### src/rtl/clk_div_sched.sv
// ---------------------------------------------------------------------------
// clk_div_sched
//
// Run controller for the programmable odd/even 50%-duty clock divider core.
// Owns the divider's divisor and enable, accepts divisor/burst settings over
// a valid/ready handshake, and starts/stops the divider only on whole divided
// periods so the divider never emits a runt pulse. Counts completed divided
// periods and supports free-run (burst = 0) or a fixed burst of periods.
//
// Ports:
//   clk         system clock, shared with the divider core
//   rst         synchronous, active-low reset
//   cfg_valid   configuration offer
//   cfg_ready   configuration accept (registered)
//   cfg_n       requested divisor, legal range 2..2^NW-1
//   cfg_burst   periods per run, 0 = free-run
//   start       single-cycle run request (honoured in IDLE only)
//   stop        single-cycle stop request (honoured in RUN only)
//   div_wrap    one-clk pulse from the divider at the end of each period
//   div_en      divider enable
//   div_n       divisor presented to the divider
//   div_load    one-clk pulse: divider reloads counters/phase flops
//   busy        high in LOAD, RUN and DRAIN
//   done        one-clk pulse when a run ends
//   err         one-clk pulse when a configuration is rejected
//   period_cnt  divided periods completed in the current/last run
// ---------------------------------------------------------------------------
module clk_div_sched #(
    parameter int NW    = 4,
    parameter int CW    = 8,
    parameter int N_DEF = 7
) (
    input  logic          clk,
    input  logic          rst,
    input  logic          cfg_valid,
    output logic          cfg_ready,
    input  logic [NW-1:0] cfg_n,
    input  logic [CW-1:0] cfg_burst,
    input  logic          start,
    input  logic          stop,
    input  logic          div_wrap,
    output logic          div_en,
    output logic [NW-1:0] div_n,
    output logic          div_load,
    output logic          busy,
    output logic          done,
    output logic          err,
    output logic [CW-1:0] period_cnt
);

    localparam logic [1:0] ST_IDLE  = 2'd0;
    localparam logic [1:0] ST_LOAD  = 2'd1;
    localparam logic [1:0] ST_RUN   = 2'd2;
    localparam logic [1:0] ST_DRAIN = 2'd3;

    localparam logic [NW-1:0] N_MIN    = NW'(2);
    localparam logic [NW-1:0] N_RESET  = NW'(N_DEF);
    localparam logic [CW-1:0] CNT_ZERO = {CW{1'b0}};
    localparam logic [CW-1:0] CNT_ONE  = {{(CW-1){1'b0}}, 1'b1};

    // Registered state beyond the output ports
    logic [1:0]    state_r;
    logic [CW-1:0] burst_r;
    logic          pend_v_r;
    logic [NW-1:0] pend_n_r;
    logic [CW-1:0] pend_b_r;

    // Next-state values
    logic [1:0]    state_s;
    logic [CW-1:0] burst_s;
    logic          pend_v_s;
    logic [NW-1:0] pend_n_s;
    logic [CW-1:0] pend_b_s;
    logic          cfg_ready_s;
    logic          div_en_s;
    logic [NW-1:0] div_n_s;
    logic          div_load_s;
    logic          busy_s;
    logic          done_s;
    logic          err_s;
    logic [CW-1:0] period_cnt_s;

    // Handshake decode and period arithmetic
    logic          cfg_xfer_s;
    logic          cfg_bad_s;
    logic          cfg_ok_s;
    logic [CW-1:0] cnt_inc_s;
    logic          hit_burst_s;

    // Handshake qualification and burst-terminal detection
    always_comb begin
        cfg_xfer_s  = cfg_valid & cfg_ready;
        cfg_bad_s   = cfg_xfer_s & (cfg_n < N_MIN);
        cfg_ok_s    = cfg_xfer_s & ~cfg_bad_s;
        cnt_inc_s   = period_cnt + CNT_ONE;
        hit_burst_s = (burst_r != CNT_ZERO) && (cnt_inc_s == burst_r);
    end

    // Controller next-state and next-output logic
    always_comb begin
        state_s      = state_r;
        burst_s      = burst_r;
        pend_v_s     = pend_v_r;
        pend_n_s     = pend_n_r;
        pend_b_s     = pend_b_r;
        div_en_s     = div_en;
        div_n_s      = div_n;
        div_load_s   = 1'b0;
        busy_s       = busy;
        done_s       = 1'b0;
        err_s        = cfg_bad_s;
        period_cnt_s = period_cnt;

        case (state_r)
            ST_IDLE: begin
                // A config accepted alongside start is used by that run,
                // because the LOAD state reads the freshly written registers.
                if (cfg_ok_s) begin
                    div_n_s = cfg_n;
                    burst_s = cfg_burst;
                end else begin
                    div_n_s = div_n;
                    burst_s = burst_r;
                end
                if (start) begin
                    state_s      = ST_LOAD;
                    div_load_s   = 1'b1;
                    div_en_s     = 1'b0;
                    busy_s       = 1'b1;
                    period_cnt_s = CNT_ZERO;
                end else begin
                    state_s = ST_IDLE;
                    busy_s  = 1'b0;
                end
            end

            ST_LOAD: begin
                state_s  = ST_RUN;
                div_en_s = 1'b1;
                busy_s   = 1'b1;
            end

            ST_RUN: begin
                // cfg_ready is low while the slot is full, so a fresh
                // transfer can only land in an empty slot.
                if (cfg_ok_s) begin
                    pend_v_s = 1'b1;
                    pend_n_s = cfg_n;
                    pend_b_s = cfg_burst;
                end else begin
                    pend_v_s = pend_v_r;
                end
                if (div_wrap) begin
                    period_cnt_s = cnt_inc_s;
                    // Only a slot that was already full before this wrap is
                    // applied; one filling on this very cycle waits.
                    if (pend_v_r) begin
                        div_n_s  = pend_n_r;
                        burst_s  = pend_b_r;
                        pend_v_s = 1'b0;
                    end else begin
                        div_n_s = div_n;
                        burst_s = burst_r;
                    end
                    if (hit_burst_s || stop) begin
                        state_s  = ST_IDLE;
                        div_en_s = 1'b0;
                        busy_s   = 1'b0;
                        done_s   = 1'b1;
                    end else begin
                        state_s    = ST_RUN;
                        div_load_s = pend_v_r;
                    end
                end else if (stop) begin
                    state_s = ST_DRAIN;
                end else begin
                    state_s = ST_RUN;
                end
            end

            ST_DRAIN: begin
                // Keep the divider running to the end of its current period.
                if (div_wrap) begin
                    state_s      = ST_IDLE;
                    div_en_s     = 1'b0;
                    busy_s       = 1'b0;
                    done_s       = 1'b1;
                    period_cnt_s = cnt_inc_s;
                    // A config accepted just before stop would otherwise be
                    // stranded; commit it here without reloading the divider.
                    if (pend_v_r) begin
                        div_n_s  = pend_n_r;
                        burst_s  = pend_b_r;
                        pend_v_s = 1'b0;
                    end else begin
                        div_n_s = div_n;
                        burst_s = burst_r;
                    end
                end else begin
                    state_s = ST_DRAIN;
                end
            end

            default: begin
                state_s  = ST_IDLE;
                div_en_s = 1'b0;
                busy_s   = 1'b0;
                pend_v_s = 1'b0;
            end
        endcase

        // Ready for the next cycle: open in IDLE, and in RUN while the slot is free.
        cfg_ready_s = (state_s == ST_IDLE) || ((state_s == ST_RUN) && !pend_v_s);
    end

    // State and registered outputs, with synchronous active-low reset
    always_ff @(posedge clk) begin
        if (!rst) begin
            state_r    <= ST_IDLE;
            burst_r    <= CNT_ZERO;
            pend_v_r   <= 1'b0;
            pend_n_r   <= N_RESET;
            pend_b_r   <= CNT_ZERO;
            cfg_ready  <= 1'b1;
            div_en     <= 1'b0;
            div_n      <= N_RESET;
            div_load   <= 1'b0;
            busy       <= 1'b0;
            done       <= 1'b0;
            err        <= 1'b0;
            period_cnt <= CNT_ZERO;
        end else begin
            state_r    <= state_s;
            burst_r    <= burst_s;
            pend_v_r   <= pend_v_s;
            pend_n_r   <= pend_n_s;
            pend_b_r   <= pend_b_s;
            cfg_ready  <= cfg_ready_s;
            div_en     <= div_en_s;
            div_n      <= div_n_s;
            div_load   <= div_load_s;
            busy       <= busy_s;
            done       <= done_s;
            err        <= err_s;
            period_cnt <= period_cnt_s;
        end
    end

endmodule

### config.mk
export PLATFORM = sky130hd
export DESIGN_NAME = clk_div_sched
export DESIGN_NICKNAME = d
export VERILOG_FILES = /design/src/rtl/clk_div_sched.sv
export SDC_FILE = /design/constraint.sdc
export NUM_CORES = 1
export LEC_CHECK = 0
export BUFFER_PORTS_ARGS = -buffer_cell sky130_fd_sc_hd__buf_2
export CAP_MARGIN = 20
export CORE_MARGIN = 2
export CORE_UTILIZATION = 52
export DETAILED_ROUTE_END_ITERATION = 10
export PLACE_DENSITY = 0.86
export SLEW_MARGIN = 0
export SYNTH_ARGS = -nofsm -noshare
export SYNTH_HDL_FRONTEND = slang
export SYNTH_SLANG_ARGS = --single-unit
export TNS_END_PERCENT = 50
### constraint.sdc
create_clock -name clk -period 5.59 [get_ports clk]
set_input_delay 1.118 -clock clk [delete_from_list [all_inputs] [get_ports clk]]
set_output_delay 1.118 -clock clk [all_outputs]
set_load 0.01 [all_outputs]
==> results.sh, run 1 <==
export IMPL_critical_path_max_stage_delay_ns=0.99
export IMPL_worst_ir_drop_vdd_uv=150
export IMPL_powerDensity_nw_per_um2=288
export IMPL_first_pass_iters=4
export IMPL_min_to="pend_n_r[1]$_SDFFE_PN1P_"
export IMPL_cts_htree_levels=2
export IMPL_maxCapViolations=0
export IMPL_synthesis_nets=238
export IMPL_port_buffers=35
export IMPL_pwr_share_seq_pct=49.9
export IMPL_outcome="finished clean"
export IMPL_overflow=0
export IMPL_crit_fanout=23
export IMPL_avgRoutedWirePerCell_um=12.9
export IMPL_fin_crit_sh_pct=43.4
export IMPL_critPathTopFamily="flip-flops"
export IMPL_routed_wl_um=3860
export IMPL_placed_area_um2=2140
export IMPL_track_usage_pct=20.2
export IMPL_yosysTopAreaCell="dfxtp_1"
export IMPL_p_leak_nw=0.868
export IMPL_fp_dieArea_um2=4270
export IMPL_hold_start="pend_n_r[1]$_SDFFE_PN1P_"
export IMPL_vias_per_cell=5.47
export IMPL_setup_viol=0
export IMPL_p_int_w=0.000483
export IMPL_postCtsSetupRepairBufs=0
export IMPL_synth_edf_count=0
export IMPL_cp_slowest_cell="dfxtp_1"
export IMPL_dp_final_hpwl_um=2770
export IMPL_vias=1631
export IMPL_setup_worst_path_start_class="flop"
export IMPL_fp_dieH_um=65.3
export IMPL_clk_latency_ns=0.30
export IMPL_core_um2=3630
export IMPL_p_comb_share_pct=13.5
export IMPL_nNetsFinal=268
export IMPL_ioPinCount=36
export IMPL_final_cells=298
export IMPL_fp_dieW_um=65.3
export IMPL_clk_path_buf_depth=2
export IMPL_period_needed_ns=2.43
export IMPL_slew_violations=0
export IMPL_cts_root_buf="clkbuf_8"
export IMPL_r2r_slack_ns=3.16
export IMPL_cts_made_buffers=5
export IMPL_area_delta_synth_final_pct=15.2
export IMPL_antennaDiodeCount=0
export IMPL_hold_viol=0
export IMPL_syn_area_um2=1960
export IMPL_design_area_um2=2250
export IMPL_critPathKind="flop to flop"
export IMPL_yosysMostFrequentCell="dfxtp_1"
export IMPL_ant_nets=0
export IMPL_cts_tree="yes"
export IMPL_max_freq_mhz=412
export IMPL_min_delay_path_depth=2
export IMPL_synthTopCellsByArea="dfxtp_1 (42%), mux2i_1 (12%), nor2_1 (5.9%)"
export IMPL_gp_congestion=0.893
export IMPL_drive_above_1_share_pct=20.4
export IMPL_synth_warnings=0
export IMPL_worst_pin_slew_ns=1.01
export IMPL_floorplan_initialDensity_pct=53.9
export IMPL_cts_sinks=41
export IMPL_skew_ns=0.00939
export IMPL_maxSlewHeadroom_pct=32.7
export IMPL_antenna_found_initial=0
export IMPL_ys_ff_latch=41
export IMPL_grt_pass1_vias=1473
export IMPL_synth_common_cells="dfxtp_1 (41), nor2_1 (31), mux2i_1 (24)"
export IMPL_ys_async_sr_fraction_pct=0
export IMPL_yosysSeqAreaShare_pct=41.9
export IMPL_fp_row_count=22
export IMPL_cp_num_buf_inv=1
export IMPL_synth_top_area_share_pct=41.9
export IMPL_avgSynthCellArea_um2=8.94
export IMPL_cts_resized_gates=0
export IMPL_path_cells="and2_1, nand2_1, o31ai_2, buf_4, nor2_1, a211oi_1"
export IMPL_cts_hold_buffers=0
export IMPL_grt_max_degree=32
export IMPL_cts_clk_slew_worst_paths_ns=0.08
export IMPL_r2r_start="state_r[1]$_SDFF_PN0_"
export IMPL_grt_pass1_wl_um=6680
export IMPL_finalCoreUtilization_pct=62.0
export IMPL_reg2reg_to="burst_r[7]$_SDFFE_PN0P_"
export IMPL_cp_arrival_ns=2.63
export IMPL_synth_main_ff_cell="dfxtp_1"
export IMPL_switching_share_pct=25.5
export IMPL_drt_iter0_drc=154
export IMPL_syn_inst=219
export IMPL_drc_errors=0
export IMPL_r2r_worst_path_cells=6
export IMPL_tns_ns=0
export IMPL_rsz0062_at_grt="false"
export IMPL_endpoint_kind="flop"
export IMPL_ys_types=46
export IMPL_clkPwrFrac_pct=36.6
export IMPL_crit_required_ns=5.80
export IMPL_switching_power_w=0.000166
export IMPL_dpl_cell_count=290
export IMPL_worstHoldPathType="flop to flop"
## flip-flops by register name (all words and copies together) (netlist names)
| register | flops |
|---|---|
| burst_r | 8 |
| pend_b_r | 8 |
| period_cnt | 8 |
| div_n | 4 |
| pend_n_r | 4 |
| state_r | 2 |
| busy | 1 |
| cfg_ready | 1 |
| div_en | 1 |
| div_load | 1 |
| done | 1 |
| err | 1 |
| pend_v_r | 1 |
## per-stage QoR
step / worst slack, ns / power (W) / hold slack [ns]
after floorplan: 3.29 / 0.000392 / 0.441
after CTS: 3.16 / 0.000656 / 0.480
after detailed placement: 2.88 / 0.000418 / 0.461
final: 3.16 / 0.000649 / 0.479
after global placement: 2.94 / 0.000416 / 0.457
after global routing: 2.93 / 0.000682 / 0.506
## tightest hold or removal path, stage by stage, from the launching register on
cell and delay (ns):
dfxtp_1 0.33, mux2i_1 0.06, nand2_1 0.06
## worst max path at each step
| stage | start | endpoint | slack (ns) | cells after the start |
|---|---|---|---|---|
| final | state_r[1]$_SDFF_PN0_ | burst_r[7]$_SDFFE_PN0P_ | 3.16 | 6 |
| after global routing | state_r[1]$_SDFF_PN0_ | burst_r[3]$_SDFFE_PN0P_ | 2.93 | 6 |
| after CTS | state_r[1]$_SDFF_PN0_ | burst_r[0]$_SDFFE_PN0P_ | 3.16 | 6 |
| after detailed placement | rst | cfg_ready$_SDFF_PN1_ | 2.88 | 6 |
| after global placement | rst | cfg_ready$_SDFF_PN1_ | 2.94 | 6 |
| after floorplan | cfg_n[1] | pend_n_r[0]$_SDFFE_PN1P_ | 3.29 | 5 |
## cell type report
cell class / count / area, um^2
fillers: 329 / 1380
multi-input cells: 160 / 1060
flip-flops and latches: 41 / 821
repair buffers: 37 / 190
clock buffers: 6 / 72.6
well taps: 48 / 60.1
clock inverters: 2 / 38.8
inverters: 4 / 15.0
## cell usage in the layout (no fill, tap or decap), types with 5 or more instances in the layout
| cell | synthesis | layout |
|---|---|---|
| o21ai_0 | 9 | 9 |
| nand2_1 | 19 | 19 |
| nand3_1 | 6 | 6 |
| clkbuf_8 | 0 | 5 |
| buf_2 | 4 | 35 |
| dfxtp_1 | 41 | 41 |
| a21oi_1 | 11 | 11 |
| a211oi_1 | 10 | 10 |
| mux2i_1 | 24 | 24 |
| xnor2_1 | 6 | 6 |
| nor2_1 | 31 | 31 |
## power by group through the flow
stage / clock [W] / sequential, W / combinational, W
6_report: 0.000237 / 0.000324 / 0.0000876
5_1_grt: 0.000257 / 0.000326 / 0.0000985
4_1_cts: 0.000244 / 0.000324 / 0.0000881
3_5_place_dp: 0 / 0.000330 / 0.0000875
3_3_place_gp: 0 / 0.000330 / 0.0000858
2_1_floorplan: 0 / 0.000326 / 0.0000652
## cells by family (layout without fill, tap and decap cells)
family | Yosys count | after routing | share of synthesized area (%)
adders and majority gates | 1 | 1 | 0.639
AOI/OAI and AO/OA | 44 | 44 | 15.3
DFF | 41 | 41 | 41.9
xor gates and xnor gates | 10 | 10 | 5.56
and+or+nand+nor | 80 | 80 | 19.6
buffers and inverters | 18 | 49 | 4.09
muxes | 25 | 25 | 12.9
## layer usage
| metal | track usage [%] | wire length (um) | up-vias |
|---|---|---|---|
| li1 | - | - | 847 |
| met1 | 26.1 | 1860 | 740 |
| met2 | 31.5 | 1760 | 39 |
| met3 | 5.82 | 175 | 5 |
| met4 | 8.33 | 65 | 0 |
| met5 | 0 | 0 | - |
Power figures use the tool's default switching activity.
==> run 2: changes to the inputs <==
--- a/config.mk
+++ b/config.mk
@@ -8,9 +8,9 @@
 export BUFFER_PORTS_ARGS = -buffer_cell sky130_fd_sc_hd__buf_2
 export CAP_MARGIN = 20
 export CORE_MARGIN = 2
-export CORE_UTILIZATION = 52
+export CORE_UTILIZATION = 49
 export DETAILED_ROUTE_END_ITERATION = 10
-export PLACE_DENSITY = 0.86
+export PLACE_DENSITY = 0.85
 export SLEW_MARGIN = 0
 export SYNTH_ARGS = -nofsm -noshare
 export SYNTH_HDL_FRONTEND = slang
==> constraint.sdc (replaced) <==
create_clock -name clk -period 1.95 [get_ports clk]
set_input_delay 0.39 -clock clk [delete_from_list [all_inputs] [get_ports clk]]
set_output_delay 0.39 -clock clk [all_outputs]
set_load 0.01 [all_outputs]
==> results.sh, run 2 (synthesis gave the netlist of run 1 again) <==
export IMPL_outcome="finished clean"
export IMPL_vias_per_cell=5.62
export IMPL_p_comb_share_pct=15.6
export IMPL_max_freq_mhz=540
export IMPL_hold_viol=0
export IMPL_overflow=0
export IMPL_routed_wl_um=4150
export IMPL_skew_ns=0.00450
export IMPL_crit_required_ns=2.16
export IMPL_design_area_um2=2310
export IMPL_vias=1708
export IMPL_floorplan_initialDensity_pct=52.3
export IMPL_fp_row_count=22
export IMPL_dpl_cell_count=296
export IMPL_fp_dieArea_um2=4520
export IMPL_cts_htree_levels=2
export IMPL_powerDensity_nw_per_um2=755
export IMPL_fin_crit_sh_pct=95.0
export IMPL_core_um2=3740
export IMPL_mostFrequentLayoutCells="dfxtp_1 (35), buf_2 (35), nor2_1 (31)"
export IMPL_first_pass_iters=4
export IMPL_fp_dieH_um=67.2
export IMPL_clkPwrFrac_pct=31.5
export IMPL_worstHoldPathType="primary input to flop"
export IMPL_slew_violations=0
export IMPL_cts_sinks=41
export IMPL_clk_latency_ns=0.29
export IMPL_cts_clk_slew_worst_paths_ns=0.07
export IMPL_nNetsFinal=275
export IMPL_reg_top3="burst_r x8, pend_b_r x8, period_cnt x8"
export IMPL_cts_made_buffers=5
export IMPL_pwr_share_seq_pct=53.0
export IMPL_worst_pin_slew_ns=0.460
export IMPL_cts_hold_buffers=0
export IMPL_crit_fanout=4
export IMPL_p_int_w=0.00129
export IMPL_finalCoreUtilization_pct=61.6
export IMPL_drc_errors=0
export IMPL_ant_nets=0
export IMPL_p_leak_nw=0.894
export IMPL_switching_share_pct=26.1
export IMPL_dp_final_hpwl_um=2960
export IMPL_worst_ir_drop_vdd_uv=397
export IMPL_clk_path_buf_depth=2
export IMPL_cp_arrival_ns=2.06
export IMPL_period_needed_ns=1.85
export IMPL_grt_pass1_wl_um=6760
export IMPL_critPathKind="flop to flop"
export IMPL_tns_ns=0
export IMPL_grt_max_degree=31
export IMPL_grt_pass1_vias=1538
export IMPL_switching_power_w=0.000454
export IMPL_avgRoutedWirePerCell_um=13.6
export IMPL_drt_iter0_drc=169
export IMPL_antennaDiodeCount=0
export IMPL_cts_tree="yes"
export IMPL_fp_dieW_um=67.2
export IMPL_antenna_found_initial=0
export IMPL_ioPinCount=36
export IMPL_final_cells=304
export IMPL_port_buffers=35
export IMPL_gp_congestion=0.892
export IMPL_maxCapViolations=0
export IMPL_cts_root_buf="clkbuf_8"
export IMPL_endpoint_kind="flop"
export IMPL_area_delta_synth_final_pct=17.9
export IMPL_drive_above_1_share_pct=25.8
export IMPL_maxSlewHeadroom_pct=68.8
export IMPL_setup_viol=0
export IMPL_setup_worst_path_start_class="flop"
export IMPL_placed_area_um2=2190
export IMPL_track_usage_pct=19.8
run 2: metal layers:
| layer | GRT usage [%] | vias up | wire length, um |
|---|---|---|---|
| met4 | 8.42 | 0 | 63 |
| met2 | 33.0 | 50 | 1970 |
| met3 | 5.33 | 7 | 246 |
| li1 | - | 855 | - |
| met5 | 0 | - | 0 |
| met1 | 24.1 | 796 | 1870 |
run 2: area by class of cell:
class,instances,area [um^2]
Clock buffer,7,86.3
Fill cell,326,1440
Inverter,4,15.0
Multi-Input combinational cell,160,1070
Sequential cell,41,828
Tap cell,48,60.1
Timing Repair Buffer,44,243
run 2: timing repair:
item | CTS | global route
hold endpoints to repair | 0 | 0
setup buffers | 0 | 1
resized for setup | 1 | 9
endpoints found under the setup margin | 2 | 6
pin swaps | 1 | 4
run 2: worst max-delay path, cell delays in order (launching register included):
cell and delay, ns:
dfxtp_2 0.35, xnor3_1 0.37, a2bb2oi_1 0.06, nor4_1 0.30, nand4b_1 0.19, or2_1 0.28, a221oi_2 0.23
run 2: through the flow:
step,hold WS [ns],total power [W],worst slack (ns)
floorplan,0.441,0.00112,0.00616
global placement,0.454,0.00120,0.0767
detailed placement,0.461,0.00121,-0.0173
CTS,0.297,0.00176,0.0198
global route,0.320,0.00184,-0.00243
finish,0.308,0.00174,0.0969
run 2: worst paths after layout:
path,from,to,slack (ns),cells after the start
hold reg to reg,pend_n_r[0]$_SDFFE_PN1P_,pend_n_r[0]$_SDFFE_PN1P_,0.48,2
setup reg to reg,burst_r[2]$_SDFFE_PN0P_,cfg_ready$_SDFF_PN1_,0.1,6
hold / removal,cfg_n[2],err$_SDFF_PN0_,0.31,2
setup / recovery,burst_r[2]$_SDFFE_PN0P_,cfg_ready$_SDFF_PN1_,0.1,6
run 2: power groups by stage:
| stage | registers [W] | logic [W] | clock network, W |
|---|---|---|---|
| after floorplan | 0.000935 | 0.000187 | 0 |
| after global placement | 0.000937 | 0.000266 | 0 |
| after detailed placement | 0.000940 | 0.000271 | 0 |
| after CTS | 0.000921 | 0.000271 | 0.000570 |
| after global routing | 0.000927 | 0.000303 | 0.000607 |
| final | 0.000923 | 0.000271 | 0.000549 |
==> run 3: changes to the inputs <==
--- a/config.mk
+++ b/config.mk
@@ -10,6 +10,7 @@
 export CORE_MARGIN = 2
 export CORE_UTILIZATION = 49
 export DETAILED_ROUTE_END_ITERATION = 10
+export GPL_TIMING_DRIVEN = 0
 export PLACE_DENSITY = 0.85
 export SLEW_MARGIN = 0
 export SYNTH_ARGS = -nofsm -noshare
==> results.sh, run 3 (synthesis gave the netlist of run 1 again) <==
export IMPL_setup_viol=0
export IMPL_routed_wl_um=4550
export IMPL_vias_per_cell=5.61
export IMPL_dp_final_hpwl_um=3090
export IMPL_rsz0062_at_grt="true"
export IMPL_fillers=322
export IMPL_r2r_worst_path_cells=8
export IMPL_reg_top3="burst_r x8, pend_b_r x8, period_cnt x8"
export IMPL_period_needed_ns=1.91
export IMPL_r2r_start="period_cnt[0]$_SDFFE_PN0P_"
export IMPL_placed_area_um2=2190
export IMPL_critPathKind="flop to flop"
export IMPL_slew_violations=0
export IMPL_clk_path_buf_depth=2
export IMPL_ioPinCount=36
export IMPL_powerDensity_nw_per_um2=854
export IMPL_crit_required_ns=2.13
export IMPL_vias=1750
export IMPL_floorplan_initialDensity_pct=52.3
export IMPL_tns_ns=0
export IMPL_cp_arrival_ns=2.08
export IMPL_fin_crit_sh_pct=97.9
export IMPL_antenna_found_initial=0
export IMPL_worst_pin_slew_ns=0.523
export IMPL_setup_worst_path_start_class="flop"
export IMPL_core_um2=3740
export IMPL_antennaDiodeCount=0
export IMPL_worstHoldPathType="primary input to flop"
export IMPL_outcome="finished clean"
export IMPL_area_delta_synth_final_pct=22.6
export IMPL_endpoint_kind="flop"
export IMPL_grt_pass1_vias=1589
export IMPL_dpl_cell_count=301
export IMPL_drc_errors=0
export IMPL_clk_latency_ns=0.31
export IMPL_cts_sinks=41
export IMPL_cts_htree_levels=2
export IMPL_hold_viol=0
export IMPL_crit_end="div_load$_SDFF_PN0_"
export IMPL_max_freq_mhz=524
export IMPL_drive_above_1_share_pct=25.8
export IMPL_p_leak_nw=0.930
export IMPL_final_cells=312
export IMPL_overflow=0
export IMPL_first_pass_iters=4
export IMPL_design_area_um2=2400
export IMPL_total_power_w=0.00205
export IMPL_layout_commonest_cell="dfxtp_1"
export IMPL_maxCapViolations=0
export IMPL_reg2reg_to="div_load$_SDFF_PN0_"
export IMPL_fp_dieH_um=67.2
export IMPL_grt_pass1_wl_um=7580
export IMPL_fp_dieArea_um2=4520
export IMPL_grt_max_degree=15
export IMPL_skew_ns=0.00510
export IMPL_port_buffers=34
export IMPL_avgRoutedWirePerCell_um=14.6
export IMPL_fp_row_count=22
export IMPL_finalCoreUtilization_pct=64.1
export IMPL_cts_tree="yes"
export IMPL_cts_root_buf="clkbuf_8"
export IMPL_ant_nets=0
export IMPL_crit_fanout=3
export IMPL_gp_congestion=0.916
export IMPL_startpoint="period_cnt[0]$_SDFFE_PN0P_"
export IMPL_maxSlewHeadroom_pct=65.2
export IMPL_cts_made_buffers=5
export IMPL_fp_dieW_um=67.2
export IMPL_worst_ir_drop_vdd_uv=528
export IMPL_cts_clk_slew_worst_paths_ns=0.08
export IMPL_drt_iter0_drc=97
export IMPL_r2r_slack_ns=0.04
export IMPL_nNetsFinal=282
export IMPL_track_usage_pct=22.2
export IMPL_mostFrequentLayoutCells="dfxtp_1 (39), buf_2 (37), nor2_1 (31)"
==> run 3: cell types whose count changed in the layout (fill, tap and decap cells not counted), sizes merged <==
cell,previous run,this run
clkbuf,7,14
inv,4,5
bufinv,0,2
buf,44,42
==> run 3: critical path: stages, from the launching register on <==
cell       delay, ns
dfxtp_4         0.37
ha_4            0.26
xnor2_1         0.11
o311ai_1        0.11
nor4_1          0.28
nand4b_1        0.20
buf_4           0.19
o2111ai_2       0.19
a21oi_2         0.08
==> run 3: repair_timing <==
item,CTS,global route
endpoints found under the setup margin,6,21
pin swaps,5,0
resized for setup,8,8
hold buffers,0,0
buffers inserted,3,0
endpoints found under the hold margin,0,0
==> run 3: worst min path at each step <==
stage | slack, ns | endpoint | cells past startpoint | startpoint
after floorplan | 0.44 | pend_n_r[0]$_SDFFE_PN1P_ | 2 | pend_n_r[0]$_SDFFE_PN1P_
after global placement | 0.45 | pend_n_r[2]$_SDFFE_PN1P_ | 2 | pend_n_r[2]$_SDFFE_PN1P_
after detailed placement | 0.46 | err$_SDFF_PN0_ | 2 | cfg_ready$_SDFF_PN1_
after CTS | 0.28 | err$_SDFF_PN0_ | 2 | cfg_n[2]
after global routing | 0.29 | err$_SDFF_PN0_ | 2 | cfg_n[2]
final | 0.29 | err$_SDFF_PN0_ | 2 | cfg_n[2]
==> run 3: where the power goes <==
| part | total (W) | leakage (nW) | internal (W) | switching [W] |
|---|---|---|---|---|
| Clock | 0.000845 | 0.0687 | 0.000516 | 0.000329 |
| Sequential | 0.000915 | 0.336 | 0.000878 | 0.0000366 |
| Combinational | 0.000289 | 0.525 | 0.000128 | 0.000161 |
==> run 3: layout make-up <==
cell class | instances | area [um^2] | area share, %
timing repair buffer | 37 | 193 | 8.03
sequential | 41 | 828 | 34.5
inverter | 4 | 15.0 | 0.626
clock buffer | 5 | 68.8 | 2.87
tap | 48 | 60.1 | 2.50
clock inverter | 3 | 68.8 | 2.87
multi-input combinational | 160 | 1090 | 45.6
buffer | 14 | 70.1 | 2.92
==> run 3: metal layers <==
| layer | share of wire [%] | wire [um] | track usage [%] | vias up |
|---|---|---|---|---|
| li1 | - | - | - | 874 |
| met1 | 46 | 2070 | 28.2 | 810 |
| met2 | 48 | 2190 | 37.5 | 57 |
| met3 | 4.4 | 201 | 5.00 | 9 |
| met4 | 1.8 | 80 | 6.63 | 0 |
| met5 | 0 | 0 | 0 | - |
==> run 3: metrics by stage <==
stage,setup WS (ns),hold slack (ns)
global placement,-0.166,0.454
floorplan,0.00616,0.441
global route,-0.0471,0.288
finish,0.0406,0.290
detailed placement,-0.171,0.459
CTS,0.0559,0.285
